**src/rtl/serial_add_ctrl_if.sv**
```systemverilog
// Handshake/bus bundle for serial_add_ctrl.
// The requester uses the master modport and the adder uses the slave modport.
// Build option: SERIAL_SUB_EN adds the 'sub' request bit (subtract mode).
interface serial_add_ctrl_if #(
    parameter int WIDTH = 8
);
    logic             start;
    logic [WIDTH-1:0] a_in;
    logic [WIDTH-1:0] b_in;
    logic             cin;
`ifdef SERIAL_SUB_EN
    logic             sub;
`endif
    logic             busy;
    logic             done;
    logic [WIDTH-1:0] sum;
    logic             cout;

`ifdef SERIAL_SUB_EN
    modport master (output start, a_in, b_in, cin, sub,
                    input  busy, done, sum, cout);
    modport slave  (input  start, a_in, b_in, cin, sub,
                    output busy, done, sum, cout);
`else
    modport master (output start, a_in, b_in, cin,
                    input  busy, done, sum, cout);
    modport slave  (input  start, a_in, b_in, cin,
                    output busy, done, sum, cout);
`endif
endinterface

```
**src/rtl/serial_add_ctrl.sv**
```systemverilog
// Bit-serial adder sequencer: one full-adder cell reused over WIDTH clocks,
// LSB first, with a start/busy/done handshake and a registered result.
// Build option: SERIAL_SUB_EN enables subtract mode (b inverted, carry-in forced to 1).
module serial_add_ctrl #(
    parameter int WIDTH = 8
) (
    input  logic               clk,
    input  logic               rst,
    serial_add_ctrl_if.slave   bus
);
    localparam int CW = (WIDTH > 1) ? $clog2(WIDTH) : 1;
    localparam logic [CW-1:0] LAST_CNT = CW'(WIDTH - 1);

    typedef enum logic {IDLE, RUN} state_t;

    state_t           r_state, w_state_next;
    logic [WIDTH-1:0] r_a_sh, w_a_sh_next;
    logic [WIDTH-1:0] r_b_sh, w_b_sh_next;
    logic [WIDTH-1:0] r_s_sh, w_s_sh_next;
    logic             r_c, w_c_next;
    logic [CW-1:0]    r_cnt, w_cnt_next;
    logic             r_busy, w_busy_next;
    logic             r_done, w_done_next;
    logic [WIDTH-1:0] r_sum, w_sum_next;
    logic             r_cout, w_cout_next;

    logic             w_fa_s, w_fa_c;
    logic [WIDTH-1:0] w_s_shifted;
    logic [WIDTH-1:0] w_b_load;
    logic             w_c_load;

    // The single shared full-adder cell.
    assign w_fa_s = r_a_sh[0] ^ r_b_sh[0] ^ r_c;
    assign w_fa_c = (r_a_sh[0] & r_b_sh[0]) | (r_a_sh[0] & r_c) | (r_b_sh[0] & r_c);

    // Sum bits enter at the MSB so after WIDTH shifts bit 0 sits at the LSB.
    generate
        if (WIDTH == 1) begin : g_s_one
            assign w_s_shifted = w_fa_s;
        end else begin : g_s_multi
            assign w_s_shifted = {w_fa_s, r_s_sh[WIDTH-1:1]};
        end
    endgenerate

    // Subtraction is a + ~b + 1, so only the B operand and carry-in change.
`ifdef SERIAL_SUB_EN
    assign w_b_load = bus.sub ? ~bus.b_in : bus.b_in;
    assign w_c_load = bus.sub ? 1'b1 : bus.cin;
`else
    assign w_b_load = bus.b_in;
    assign w_c_load = bus.cin;
`endif

    // Next-state and datapath updates; every register holds unless changed.
    always_comb begin
        w_state_next = r_state;
        w_a_sh_next  = r_a_sh;
        w_b_sh_next  = r_b_sh;
        w_s_sh_next  = r_s_sh;
        w_c_next     = r_c;
        w_cnt_next   = r_cnt;
        w_busy_next  = r_busy;
        w_done_next  = 1'b0;
        w_sum_next   = r_sum;
        w_cout_next  = r_cout;
        case (r_state)
            IDLE: begin
                if (bus.start) begin
                    w_a_sh_next  = bus.a_in;
                    w_b_sh_next  = w_b_load;
                    w_c_next     = w_c_load;
                    w_cnt_next   = '0;
                    w_busy_next  = 1'b1;
                    w_state_next = RUN;
                end
            end
            RUN: begin
                w_a_sh_next = r_a_sh >> 1;
                w_b_sh_next = r_b_sh >> 1;
                w_s_sh_next = w_s_shifted;
                w_c_next    = w_fa_c;
                w_cnt_next  = r_cnt + 1'b1;
                if (r_cnt == LAST_CNT) begin
                    w_sum_next   = w_s_shifted;
                    w_cout_next  = w_fa_c;
                    w_done_next  = 1'b1;
                    w_busy_next  = 1'b0;
                    w_state_next = IDLE;
                end
            end
            default: w_state_next = IDLE;
        endcase
    end

    // State register; reset aborts any operation in flight.
    always_ff @(posedge clk or posedge rst) begin
        if (rst) begin
            r_state <= IDLE;
            r_a_sh  <= '0;
            r_b_sh  <= '0;
            r_s_sh  <= '0;
            r_c     <= 1'b0;
            r_cnt   <= '0;
            r_busy  <= 1'b0;
            r_done  <= 1'b0;
            r_sum   <= '0;
            r_cout  <= 1'b0;
        end else begin
            r_state <= w_state_next;
            r_a_sh  <= w_a_sh_next;
            r_b_sh  <= w_b_sh_next;
            r_s_sh  <= w_s_sh_next;
            r_c     <= w_c_next;
            r_cnt   <= w_cnt_next;
            r_busy  <= w_busy_next;
            r_done  <= w_done_next;
            r_sum   <= w_sum_next;
            r_cout  <= w_cout_next;
        end
    end

    assign bus.busy = r_busy;
    assign bus.done = r_done;
    assign bus.sum  = r_sum;
    assign bus.cout = r_cout;
endmodule

```
**src/flat_wrapper.sv**
```systemverilog
// flat-port wrapper written by rule: the top's interface ports become plain ports
module serial_add_ctrl_flat 
#(
    parameter int WIDTH = 8
)
  (clk, rst, bus_start, bus_a_in, bus_b_in, bus_cin, bus_busy, bus_done, bus_sum, bus_cout);
  serial_add_ctrl_if #(.WIDTH(WIDTH)) bus_i ();
  input  logic clk;
  input  logic rst;
  input wire logic [$bits(bus_i.start)-1:0] bus_start;
  input wire logic [$bits(bus_i.a_in)-1:0] bus_a_in;
  input wire logic [$bits(bus_i.b_in)-1:0] bus_b_in;
  input wire logic [$bits(bus_i.cin)-1:0] bus_cin;
  output wire logic [$bits(bus_i.busy)-1:0] bus_busy;
  output wire logic [$bits(bus_i.done)-1:0] bus_done;
  output wire logic [$bits(bus_i.sum)-1:0] bus_sum;
  output wire logic [$bits(bus_i.cout)-1:0] bus_cout;
  assign bus_i.start = bus_start;
  assign bus_i.a_in = bus_a_in;
  assign bus_i.b_in = bus_b_in;
  assign bus_i.cin = bus_cin;
  assign bus_busy = bus_i.busy;
  assign bus_done = bus_i.done;
  assign bus_sum = bus_i.sum;
  assign bus_cout = bus_i.cout;
  serial_add_ctrl #(.WIDTH(WIDTH)) u_core (.clk(clk), .rst(rst), .bus(bus_i));
endmodule
```
**config.mk**
```make
export PLATFORM = sky130hd
export DESIGN_NAME = serial_add_ctrl_flat
export DESIGN_NICKNAME = d
export VERILOG_FILES = /design/src/rtl/serial_add_ctrl_if.sv /design/src/rtl/serial_add_ctrl.sv /design/src/flat_wrapper.sv
export SDC_FILE = /design/constraint.sdc
export NUM_CORES = 1
export LEC_CHECK = 0
export ABC_AREA = 1
export BUFFER_PORTS_ARGS = -buffer_cell sky130_fd_sc_hd__buf_2
export CAP_MARGIN = 10
export CORE_ASPECT_RATIO = 0.9
export CORE_MARGIN = 2
export CORE_UTILIZATION = 49
export DETAILED_ROUTE_END_ITERATION = 12
export GPL_ROUTABILITY_DRIVEN = 0
export PLACE_DENSITY = 0.72
export SLEW_MARGIN = 40
export SYNTH_ARGS = -nofsm -noshare
export SYNTH_HDL_FRONTEND = slang
export SYNTH_SLANG_ARGS = --single-unit
```
**constraint.sdc**
```tcl
create_clock -name clk -period 3.7 [get_ports clk]
set_input_delay 0.74 -clock clk [delete_from_list [all_inputs] [get_ports clk]]
set_output_delay 0.74 -clock clk [all_outputs]
set_load 0.02 [all_outputs]
```
## Yosys cells after proc, flatten, opt, wreduce, memory -nomap -nowiden

Cells that the tools add are included.

- Add/sub/neg operators: 1
- Equal/unequal tests: 3
- Muxes and demuxes: 16
- Bitwise operators: 8
- Reductions and logical operators: 2

Operator list:

| kind | count |
|---|---|
| 8-bit one-hot mux with 2 select lines | 2 |
| 8-bit 2-to-1 mux | 2 |
| 1-bit 2-to-1 mux | 7 |
| 1-bit one-hot mux with 2 select lines | 3 |
| 3-bit one-hot mux with 2 select lines | 1 |
| 2-bit != test (second input constant) | 2 |
| 2-bit AND reduction | 2 |
| 3-bit by 1-bit adder with 3-bit output (second input constant) | 1 |
| 1-bit bitwise AND | 3 |
| 3-bit equality test (second input constant) | 1 |
| 3-bit 2-to-1 mux | 1 |
| 1-bit bitwise OR | 2 |
| 1-bit bitwise XOR | 2 |
| 1-bit inverter | 1 |

- Register bits after elaboration: 40
- Word-level logic and storage cells: 40

## Longest topological paths before layout

Gate-level depths: netlist of run 1.

- Word-level depth: 4
- Depth in mapped cells: 6

## Worst setup path before layout of run 1

No wires, ideal clock.

- Path kind: input-to-reg
- Start point: input port bus_start
- End point: register u_core.r_a_sh[3]
- Setup time: 124 ps
- Data arrival time: 1182 ps
- Data required time: 3576 ps
- Setup slack: 2394 ps
- Cell stages on the path: 4
- Cells stage by stage: buf_4 > buf_4 > nand3_1 > nand3_1

- Cells in the longest elaborated chain, start to end: 1

Ends and longest elaborated chain:

| item | RTL line | text |
|---|---|---|
| start, declared | flat_wrapper.sv:10 | `input wire logic [$bits(bus_i.start)-1:0] bus_start;` |
| 2-bit != test (no source line) | -- |  |
| end signal, assigned | serial_add_ctrl.sv:110 | `r_a_sh <= w_a_sh_next;` |
| end, declared | serial_add_ctrl.sv:17 | `logic [WIDTH-1:0] r_a_sh, w_a_sh_next;` |

No other way between the ends.
A chain may end at the register's enable or synchronous reset.

## Worst setup path after layout of run 1

- Start point: register u_core.r_cout, in the netlist u_core.bus.cout
- End point: output port bus_cout

RTL lines:

| item | RTL line | text |
|---|---|---|
| start, declared | serial_add_ctrl.sv:25 | `logic r_cout, w_cout_next;` |
| start signal, assigned | serial_add_ctrl.sv:118 | `r_cout <= w_cout_next;` |
| end, declared | flat_wrapper.sv:17 | `output wire logic [$bits(bus_i.cout)-1:0] bus_cout;` |

No word-level cell between the ends.

==> impl_metrics.toml, run 1 <==
[worst_setup_path]
cp.required_ps = 2960
setup.worst_path.end_class = "primary output"
path_cells = "buf_2"
reg2regPathDepth = 5
cp_max_fo = 2
critical_path.top_delay_family = "flip-flops"
cp.arrival_ps = 840
cp.depth = 1
path_class = "reg -> out"
cp_slowest_cell = "dfrtp_1"
crit_buf_inv = 1
crit_path_max_incr_delay_ps = 390
start_kind = "register"

[clock_network]
ctsResizeCount = 0
clkTransAtPathRegs_ps = 70
htree_levels = 2
clockBufferDepth = 2
cts_root_buffer = "clkbuf_8"
tritoncts = "yes"
clock_latency_ps = 290
holdBufCountCts = 0
cts_setup_buffers = 0
cts.sinks = 39
cts_inserted_buffers = 5

[floorplan]
fp.dieH_um = 59.8
start_util = 0.506
ios = 31
die_x_um = 66.1
rows = 20
coreArea_um2 = 3350
design.die.area_um2 = 3950

[timing]
tightestPinTransition_ps = 472
fin_crit_ps = 1580
fmax_mhz = 632
finalCritPeriodShare = 0.428
rsz0062_at_grt = "false"
skew_ps = 1.93
relSlewSlack = 0.686
hold_viol = 0
timing.setup.tns_ps = 0
setup_viol = 0
slew_viol_final = 0

[grt]
antenna_found_initial = 0
track_usage = 0.187
grt_pass1_wl_mm = 5.49
grt_overflow_total = 0
grt_max_degree = 40
grt_pass1_vias = 1284

[pwr]
vdd_ir_drop_max_v = 0.000323
p_per_area_nw_per_um2 = 817
power_mw = 1.59
p_leak_nw = 1.03

[hold_path]
hp-class = "reg -> reg"
hold_depth = 2

[layout]
drive_gt1_frac = 0.245
fillers = 304
nets = 231
final_util = 0.581
diodes = 0
area_growth_pct = 14.7

[run_status]
status = "finished clean"

[logic_synthesis]
synth.distinct_cells = 16
muxShareOfSynthArea = 0
synth-compound-area-share = 0.0641
synth_simple_gate_area_frac = 0.249
synth_top_family_by_area = "simple AND/OR/NAND/NOR gates"
syn_avg_cell_area_um2 = 9.54
ys_warn_count = 0
synth_seq_area_share = 0.575
yosys.area_share.xor_xnor = 0
synthCells = 178
yosys.area_share.adder = 0.0339
synth_fp_nets = 202
ys_ff_latch = 39
syn_area_um2 = 1700

[drt]
drtIter0Drc = 60
drc_errors = 0
routed-via-count = 1226
viasPerCell = 4.87
routed_wl_mm = 3.02
ant_nets = 0
first_pass_iters = 4
wl_per_cell_um = 12.0

[place]
io_buffers = 30
hpwl_mm = 2.08

[run]
max-cap-violations = 0
[cells by family after synthesis]
group | after synthesis
buffers and inverters | 21
and+or+nand+nor | 98
AOI/OAI and AO/OA | 16
DFF | 39
adders and majority gates | 4
[worst paths after layout]
path | slack (ps) | startpoint | to
max | 2120 | u_core.bus.cout | bus_cout
min | 480 | u_core.bus.sum[5] | u_core.bus.sum[5]
max reg2reg | 2250 | u_core.r_state | u_core.bus.sum[7]
min reg2reg | 480 | u_core.bus.sum[5] | u_core.bus.sum[5]
max in group asynchronous | 2800 | rst | u_core.r_state
min in group asynchronous | 550 | rst | u_core.bus.sum[3]
[cell usage after synthesis]
cell type | n | area share
a21boi_0 | 1 | 0.0044
nand3_1 | 32 | 0.094
buf_2 | 2 | 0.0059
o21ai_2 | 7 | 0.036
buf_4 | 3 | 0.013
nor2_4 | 1 | 0.0066
fa_1 | 1 | 0.012
nor2_1 | 1 | 0.0022
o21ai_0 | 8 | 0.024
inv_4 | 1 | 0.0037
dfrtp_1 | 39 | 0.57
nand2_4 | 1 | 0.0066
nand2_1 | 63 | 0.14
ha_1 | 3 | 0.022
buf_6 | 5 | 0.033
inv_1 | 10 | 0.022
[layout make-up]
cell class / count / area, um2 / share of cell area
Multi-Input combinational cell: 118 / 589 / 0.303
Tap cell: 44 / 55.1 / 0.0283
Clock inverter: 2 / 35.0 / 0.0180
Inverter: 11 / 43.8 / 0.0225
Sequential cell: 39 / 977 / 0.502
Clock buffer: 6 / 82.6 / 0.0424
Timing Repair Buffer: 32 / 165 / 0.0848
[report_power, final]
group	total (mW)	internal [mW]	switching, mW	leakage, nW
sequential	0.721	0.599	0.123	0.505
clock	0.364	0.218	0.146	0.0612
combinational	0.507	0.189	0.318	0.462
total	1.59	1.01	0.587	1.03
[registers in the layout, summed over array words and instances (netlist names)]
signal and count:
u_core.bus.busy 1, u_core.r_c 1, u_core.r_state 1, u_core.bus.cout 1
u_core.r_b_sh 8, u_core.r_cnt 3, u_core.r_a_sh 8, u_core.bus.sum 8
u_core.r_s_sh 7, u_core.bus.done 1
[per-layer routing]
metal | global-route usage | part of all wire | up-vias | routed length (um)
met5 | 0 | 0 | - | 0
li1 | - | - | 623 | -
met4 | 0.0437 | 0.0089 | 0 | 27
met3 | 0.0772 | 0.062 | 3 | 188
met1 | 0.227 | 0.46 | 571 | 1380
met2 | 0.316 | 0.47 | 29 | 1430
[layout by cell type, fill, tap and decap left out, drive strengths merged]
cell type / instances
buf: 32
bufinv: 1
inv: 11
clkinv: 1
o21ai: 15
a21boi: 1
ha: 3
nand2: 64
clkbuf: 6
dfrtp: 39
nand3: 32
nor2: 2
fa: 1
[stage by stage]
step	setup slack, ps	std cells	instance area, um2	hold slack, ps
6_report	2120	252	1950	475
5_1_grt	2070	252	1950	495
4_1_cts	1950	252	1950	477
3_5_place_dp	1980	244	1830	459
2_1_floorplan	2070	178	1700	442
3_3_place_gp	2030	244	1830	456
Power figures use the tool's default switching activity.
==> run 2: changes to the inputs <==
--- a/config.mk
+++ b/config.mk
@@ -5,7 +5,7 @@
 export SDC_FILE = /design/constraint.sdc
 export NUM_CORES = 1
 export LEC_CHECK = 0
-export ABC_AREA = 1
+export ABC_AREA = 0
 export BUFFER_PORTS_ARGS = -buffer_cell sky130_fd_sc_hd__buf_2
 export CAP_MARGIN = 10
 export CORE_ASPECT_RATIO = 0.9
@@ -13,7 +13,7 @@
 export CORE_UTILIZATION = 49
 export DETAILED_ROUTE_END_ITERATION = 12
 export GPL_ROUTABILITY_DRIVEN = 0
-export PLACE_DENSITY = 0.72
+export PLACE_DENSITY = 0.74
 export SLEW_MARGIN = 40
 export SYNTH_ARGS = -nofsm -noshare
 export SYNTH_HDL_FRONTEND = slang
==> constraint.sdc (replaced) <==
create_clock -name clk -period 1.4 [get_ports clk]
set_input_delay 0.28 -clock clk [delete_from_list [all_inputs] [get_ports clk]]
set_output_delay 0.28 -clock clk [all_outputs]
set_load 0.02 [all_outputs]
==> run 2 against run 1 <==
Net effect: synthesized area decreased by 0.29%; global-route usage decreased by 1.5 points; worst setup slack got worse by 2100 ps; clock skew increased by 3.0 ps; via count decreased by 15%; cell area increased by 6.1%; final cell count decreased by 17%; die area decreased by 0.29%; largest cell class unchanged.
==> impl_metrics.toml, run 2 <==
[run_status]
status = "finished clean"

[logic_synthesis]
synth-edff-count = 0
synth_commonest_cells = "dfrtp_1 (39), mux2i_1 (17), nand2_1 (16), o21ai_0 (16), mux2_4 (9)"
synth_top_cell_by_area = "dfrtp_1"
async_flop_share = 1.00
synthCells = 128
syn_area_um2 = 1690
ys.flop_type = "dfrtp_1"
synthTopCellsByArea = "dfrtp_1 (58%), mux2i_1 (10%), mux2_4 (8.0%), mux2_2 (5.3%), o21ai_0 (4.7%)"
synth_top_cell_area_share = 0.576
syn_avg_cell_area_um2 = 13.2
synth.distinct_cells = 19
synthMostInstantiatedCell = "dfrtp_1"
ys_warn_count = 0
synth_seq_area_share = 0.576
synth_fp_nets = 152
ys_ff_latch = 39

[grt]
grt_pass1_vias = 1062
grt_overflow_total = 0
grt_max_degree = 40
antenna_found_initial = 0
track_usage = 0.173
grt_pass1_wl_mm = 4.93

[timing]
finalCritPeriodShare = 0.954
fmax_mhz = 749
setup_viol = 0
relSlewSlack = 0.685
fin_crit_ps = 1340
tightestPinTransition_ps = 473
hold_viol = 0
holdWs_ps = 90.0
rsz0062_at_grt = "false"
timing.setup.tns_ps = 0
slew_viol_final = 0
skew_ps = 4.96

[drt]
routed-via-count = 1036
routed_wl_mm = 2.89
viasPerCell = 4.93
first_pass_iters = 4
drc_errors = 0
ant_nets = 0
drtIter0Drc = 54
wl_per_cell_um = 13.8

[floorplan]
die_x_um = 66.0
design.die.area_um2 = 3940
fp.dieH_um = 59.8
start_util = 0.505
coreArea_um2 = 3350
rows = 20
ios = 31

[place]
hpwl_mm = 2.03
io_buffers = 30

[pwr]
p_per_area_nw_per_um2 = 2290
power_mw = 4.73
p_leak_nw = 1.06
vdd_ir_drop_max_v = 0.000834

[clock_network]
clockBufferDepth = 2
cts_inserted_buffers = 5
clock_latency_ps = 290
tritoncts = "yes"
cts_root_buffer = "clkbuf_8"
htree_levels = 2
clkTransAtPathRegs_ps = 80
cts.sinks = 39

[worst_setup_path]
critical_path.top_delay_family = "adder cells"
cp.arrival_ps = 1510
cp_max_fo = 5
path_class = "reg -> reg"
crit_buf_inv = 0
path_cells = "ha_2 -> ha_4 -> nand2_4 -> mux2_4"
crit_path_max_incr_delay_ps = 390
setup.worst_path.end_class = "register"
cp.required_ps = 1580
start_kind = "register"
cp_slowest_cell = "dfrtp_1"

[run]
max-cap-violations = 0

[layout]
drive_gt1_frac = 0.392
nets = 189
area_growth_pct = 22.1
diodes = 0
final_common_cell = "dfrtp_1"
final_cell_mix = "dfrtp_1 (39), buf_2 (30), mux2i_1 (17), nand2_1 (16), o21ai_0 (16)"
fillers = 266

[hold_path]
hp-class = "in -> async"
-- run 2: cell count changes after synthesis, moves of 3 or more --
cell     previous run  this run
nor2_1              1         4
buf_6               5         2
mux2_4              0         9
inv_1              10         3
mux2i_1             0        17
mux2_2              0         8
nand2_1            63        16
nand3_1            32         0
o21ai_0             8        16
o21ai_2             7         0
-- run 2: worst reg2reg max path: cells and delay by family, from the launching register on --
kind,cells,cell delay [ps]
adder cells (fa/ha/maj),2,420
flip-flops,1,390
multiplexers,1,310
AND/OR/NAND/NOR,1,120
-- run 2: what timing repair did --
action / CTS / global route
pin swaps: 0 / 0
setup buffers: 0 / 0
resized for setup: 2 / 1
cloned: 1 / 0
endpoints found under the hold margin: 0 / 0
hold buffers: 0 / 0
endpoints found under the setup margin: 9 / 9
-- run 2: kinds of logic after synthesis --
family,synth area share
buffers and inverters,0.0369
adders and majority gates,0.0340
and+or+nand+nor,0.0599
DFF,0.576
AOI/OAI and AO/OA,0.0591
muxes,0.234
-- run 2: final cells by class --
class	count	area, um2	share of cell area
clock inverters	3	67.6	0.0327
flip-flops and latches	39	976	0.472
repair buffers	36	208	0.100
clock buffers	5	68.8	0.0333
multi-input cells	80	681	0.329
well taps	44	55.1	0.0266
inverters	3	11.3	0.00545
-- run 2: metrics by stage --
stage                     utilization  cells  worst slack [ps]  cell area [um2]
after global routing            0.616    210              13.1             2070
after CTS                       0.616    210              5.99             2060
after global placement          0.568    201             -8.06             1900
after floorplan                     -    128              18.4             1690
final                           0.616    210              64.3             2070
after detailed placement        0.568    201             -67.8             1900
-- run 2: path summary, 6_finish.rpt --
kind                                  start           endpoint  slack (ps)  cells past startpoint
max                         u_core.r_cnt[0]  u_core.bus.sum[0]          60                      4
min                                     rst   u_core.r_s_sh[3]          90                      3
max reg2reg                 u_core.r_cnt[0]  u_core.bus.sum[0]          60                      4
min reg2reg                u_core.r_a_sh[5]   u_core.r_a_sh[4]         480                      2
max in group asynchronous               rst   u_core.r_a_sh[5]         980                      3
min in group clk                bus_b_in[7]   u_core.r_b_sh[7]         250                      3
-- run 2: routing by layer --
metal / global-route usage / vias to the layer above / wire (um)
li1: - / 517 / -
met1: 0.242 / 499 / 1410
met2: 0.248 / 18 / 1330
met3: 0.0640 / 2 / 130
met4: 0.0612 / 0 / 16
met5: 0 / - / 0
-- run 2: power breakdown --
part	internal (mW)	switching, mW
sequential	1.61	0.352
clock	0.711	0.394
combinational	0.866	0.793
total	3.19	1.54
==> run 3: changes to the inputs <==
--- a/config.mk
+++ b/config.mk
@@ -11,6 +11,7 @@
 export CORE_ASPECT_RATIO = 0.9
 export CORE_MARGIN = 2
 export CORE_UTILIZATION = 49
+export CTS_CLUSTER_DIAMETER = 30
 export DETAILED_ROUTE_END_ITERATION = 12
 export GPL_ROUTABILITY_DRIVEN = 0
 export PLACE_DENSITY = 0.74
==> constraint.sdc (replaced) <==
create_clock -name clk -period 1.4 [get_ports clk]
set_input_delay 0.35 -clock clk [delete_from_list [all_inputs] [get_ports clk]]
set_output_delay 0.35 -clock clk [all_outputs]
set_load 0.02 [all_outputs]
==> run 3 against run 2 <==
Net effect: clock skew decreased by 0.86 ps; die area unchanged; non-clock buffer count rose by 1; clock power shrank 34%; sequential power about the same; wire length about the same; maximum frequency decreased by 1.4%; first-iteration DRC count decreased by 33%; largest cell class unchanged.
==> impl_metrics.toml, run 3 (synthesis results as in run 2) <==
[pwr]
power_mw = 4.36
p_int_mw = 2.82
vdd_ir_drop_max_v = 0.000751
p_per_area_nw_per_um2 = 2140
p_comb_frac = 0.382
p_clk_frac = 0.167
p_sw_mw = 1.54
p_leak_nw = 1.05
seq_power_share = 0.451
p_sw_frac = 0.353

[floorplan]
start_util = 0.505
die_x_um = 66.0
design.die.area_um2 = 3940
rows = 20
ios = 31
fp.dieH_um = 59.8
coreArea_um2 = 3350

[drt]
ant_nets = 0
wl_per_cell_um = 13.7
drc_errors = 0
routed_wl_mm = 2.89
viasPerCell = 5.05
drtIter0Drc = 36
routed-via-count = 1065
first_pass_iters = 4

[grt]
antenna_found_initial = 0
grt_pass1_wl_mm = 4.86
grt_overflow_total = 0
grt_pass1_vias = 1063
track_usage = 0.169
grt_max_degree = 40

[hold_path]
hp-class = "in -> async"

[timing]
fin_crit_ps = 1350
finalCritPeriodShare = 0.968
timing.setup.tns_ps = 0
layout_setup_ws_ps = 45.5
fmax_mhz = 738
skew_ps = 4.10
holdWs_ps = 85.7
rsz0062_at_grt = "false"
setup_viol = 0
tightestPinTransition_ps = 461
hold_viol = 0
slew_viol_final = 0
relSlewSlack = 0.693

[worst_setup_path]
critical_path.top_delay_family = "adder cells"
path_cells = "ha_2 -> ha_4 -> nand2_4 -> mux2_4"
regToRegEndpoint = "u_core.bus.cout"
cp.arrival_ps = 1530
crit_path_max_incr_delay_ps = 400
crit_buf_inv = 0
cp_max_fo = 5
reg2regPathDepth = 4
cp.required_ps = 1580
r2r_slack_ps = 50
r2r_start = "u_core.r_cnt[0]"
path_class = "reg -> reg"
setup.worst_path.end_class = "register"
start_kind = "register"
cp_slowest_cell = "dfrtp_1"

[clock_network]
cts_root_buffer = "clkbuf_8"
cts_inserted_buffers = 5
holdBufCountCts = 0
tritoncts = "yes"
clkTransAtPathRegs_ps = 80
cts_setup_buffers = 0
htree_levels = 2
clockBufferDepth = 2
cts.sinks = 39
clock_latency_ps = 290

[run_status]
status = "finished clean"

[layout]
final_cell_area_um2 = 2030
fillers = 276
final_common_cell = "dfrtp_1"
drive_gt1_frac = 0.395
diodes = 0
nets = 190
area_growth_pct = 20.2
final_cell_mix = "dfrtp_1 (39), buf_2 (30), mux2i_1 (17), nand2_1 (16), o21ai_0 (16)"

[place]
io_buffers = 30
post-place-ws_ps = -56.3
hpwl_mm = 2.02
place_area_um2 = 1920

[run]
max-cap-violations = 0
## run 3: changes by cell type in the layout (fill, tap and decap cells not counted), sizes merged
| cell | previous run | this run |
|---|---|---|
| clkinv | 0 | 3 |
| clkinvlp | 1 | 0 |
| buf | 36 | 37 |
| bufinv | 2 | 0 |
## run 3: worst reg2reg max path: cells and delay by family (launching register included)
| kind | cells | cell delay (ps) |
|---|---|---|
| flops | 1 | 400 |
| mux | 1 | 310 |
| simple gates | 1 | 120 |
| fa+ha+maj | 2 | 420 |
## run 3: worst max path at each step
stage,startpoint,end,slack [ps],cells past startpoint
global placement,u_core.r_cnt[0],u_core.bus.sum[5],-9,4
detailed placement,u_core.r_cnt[0],u_core.bus.sum[6],-60,4
finish,u_core.r_cnt[0],u_core.bus.cout,50,4
CTS,u_core.r_cnt[0],u_core.bus.cout,10,4
global route,u_core.r_state,u_core.r_cnt[0],20,3
floorplan,u_core.r_cnt[0],u_core.bus.cout,20,4
## run 3: metal layers
layer | global-route usage | wire length (um) | vias to the layer above | part of all wire
li1 | - | - | 512 | -
met1 | 0.224 | 1310 | 531 | 0.45
met2 | 0.258 | 1410 | 17 | 0.49
met3 | 0.0640 | 130 | 5 | 0.045
met4 | 0.0612 | 36 | 0 | 0.012
met5 | 0 | 0 | - | 0
## run 3: final cells by class
cell class	instances	area, um2	share of cell area
flip-flops and latches	39	976	0.480
multi-input cells	80	681	0.335
repair buffers	37	228	0.112
clock buffers	5	68.8	0.0338
well taps	44	55.1	0.0271
clock inverters	3	15.0	0.00738
inverters	3	11.3	0.00554
## run 3: what timing repair did
| action | CTS | global route |
|---|---|---|
| setup endpoints to repair | 9 | 7 |
| gates resized for setup | 2 | 1 |
| cloned | 1 | 0 |
## run 3: per-stage QoR
step	cells	utilization
final	211	0.607
after global routing	211	0.607
after floorplan	128	-
after detailed placement	202	0.574
after global placement	202	0.574
after CTS	211	0.606
## run 3: power by group through the flow
| stage | clock, mW | sequential, mW | combinational (mW) |
|---|---|---|---|
| finish | 0.727 | 1.97 | 1.67 |
| global route | 0.789 | 2.03 | 1.85 |
| CTS | 0.743 | 1.97 | 1.68 |
| detailed placement | 0 | 1.96 | 1.62 |
| global placement | 0 | 1.93 | 1.53 |
| floorplan | 0 | 2.02 | 1.12 |
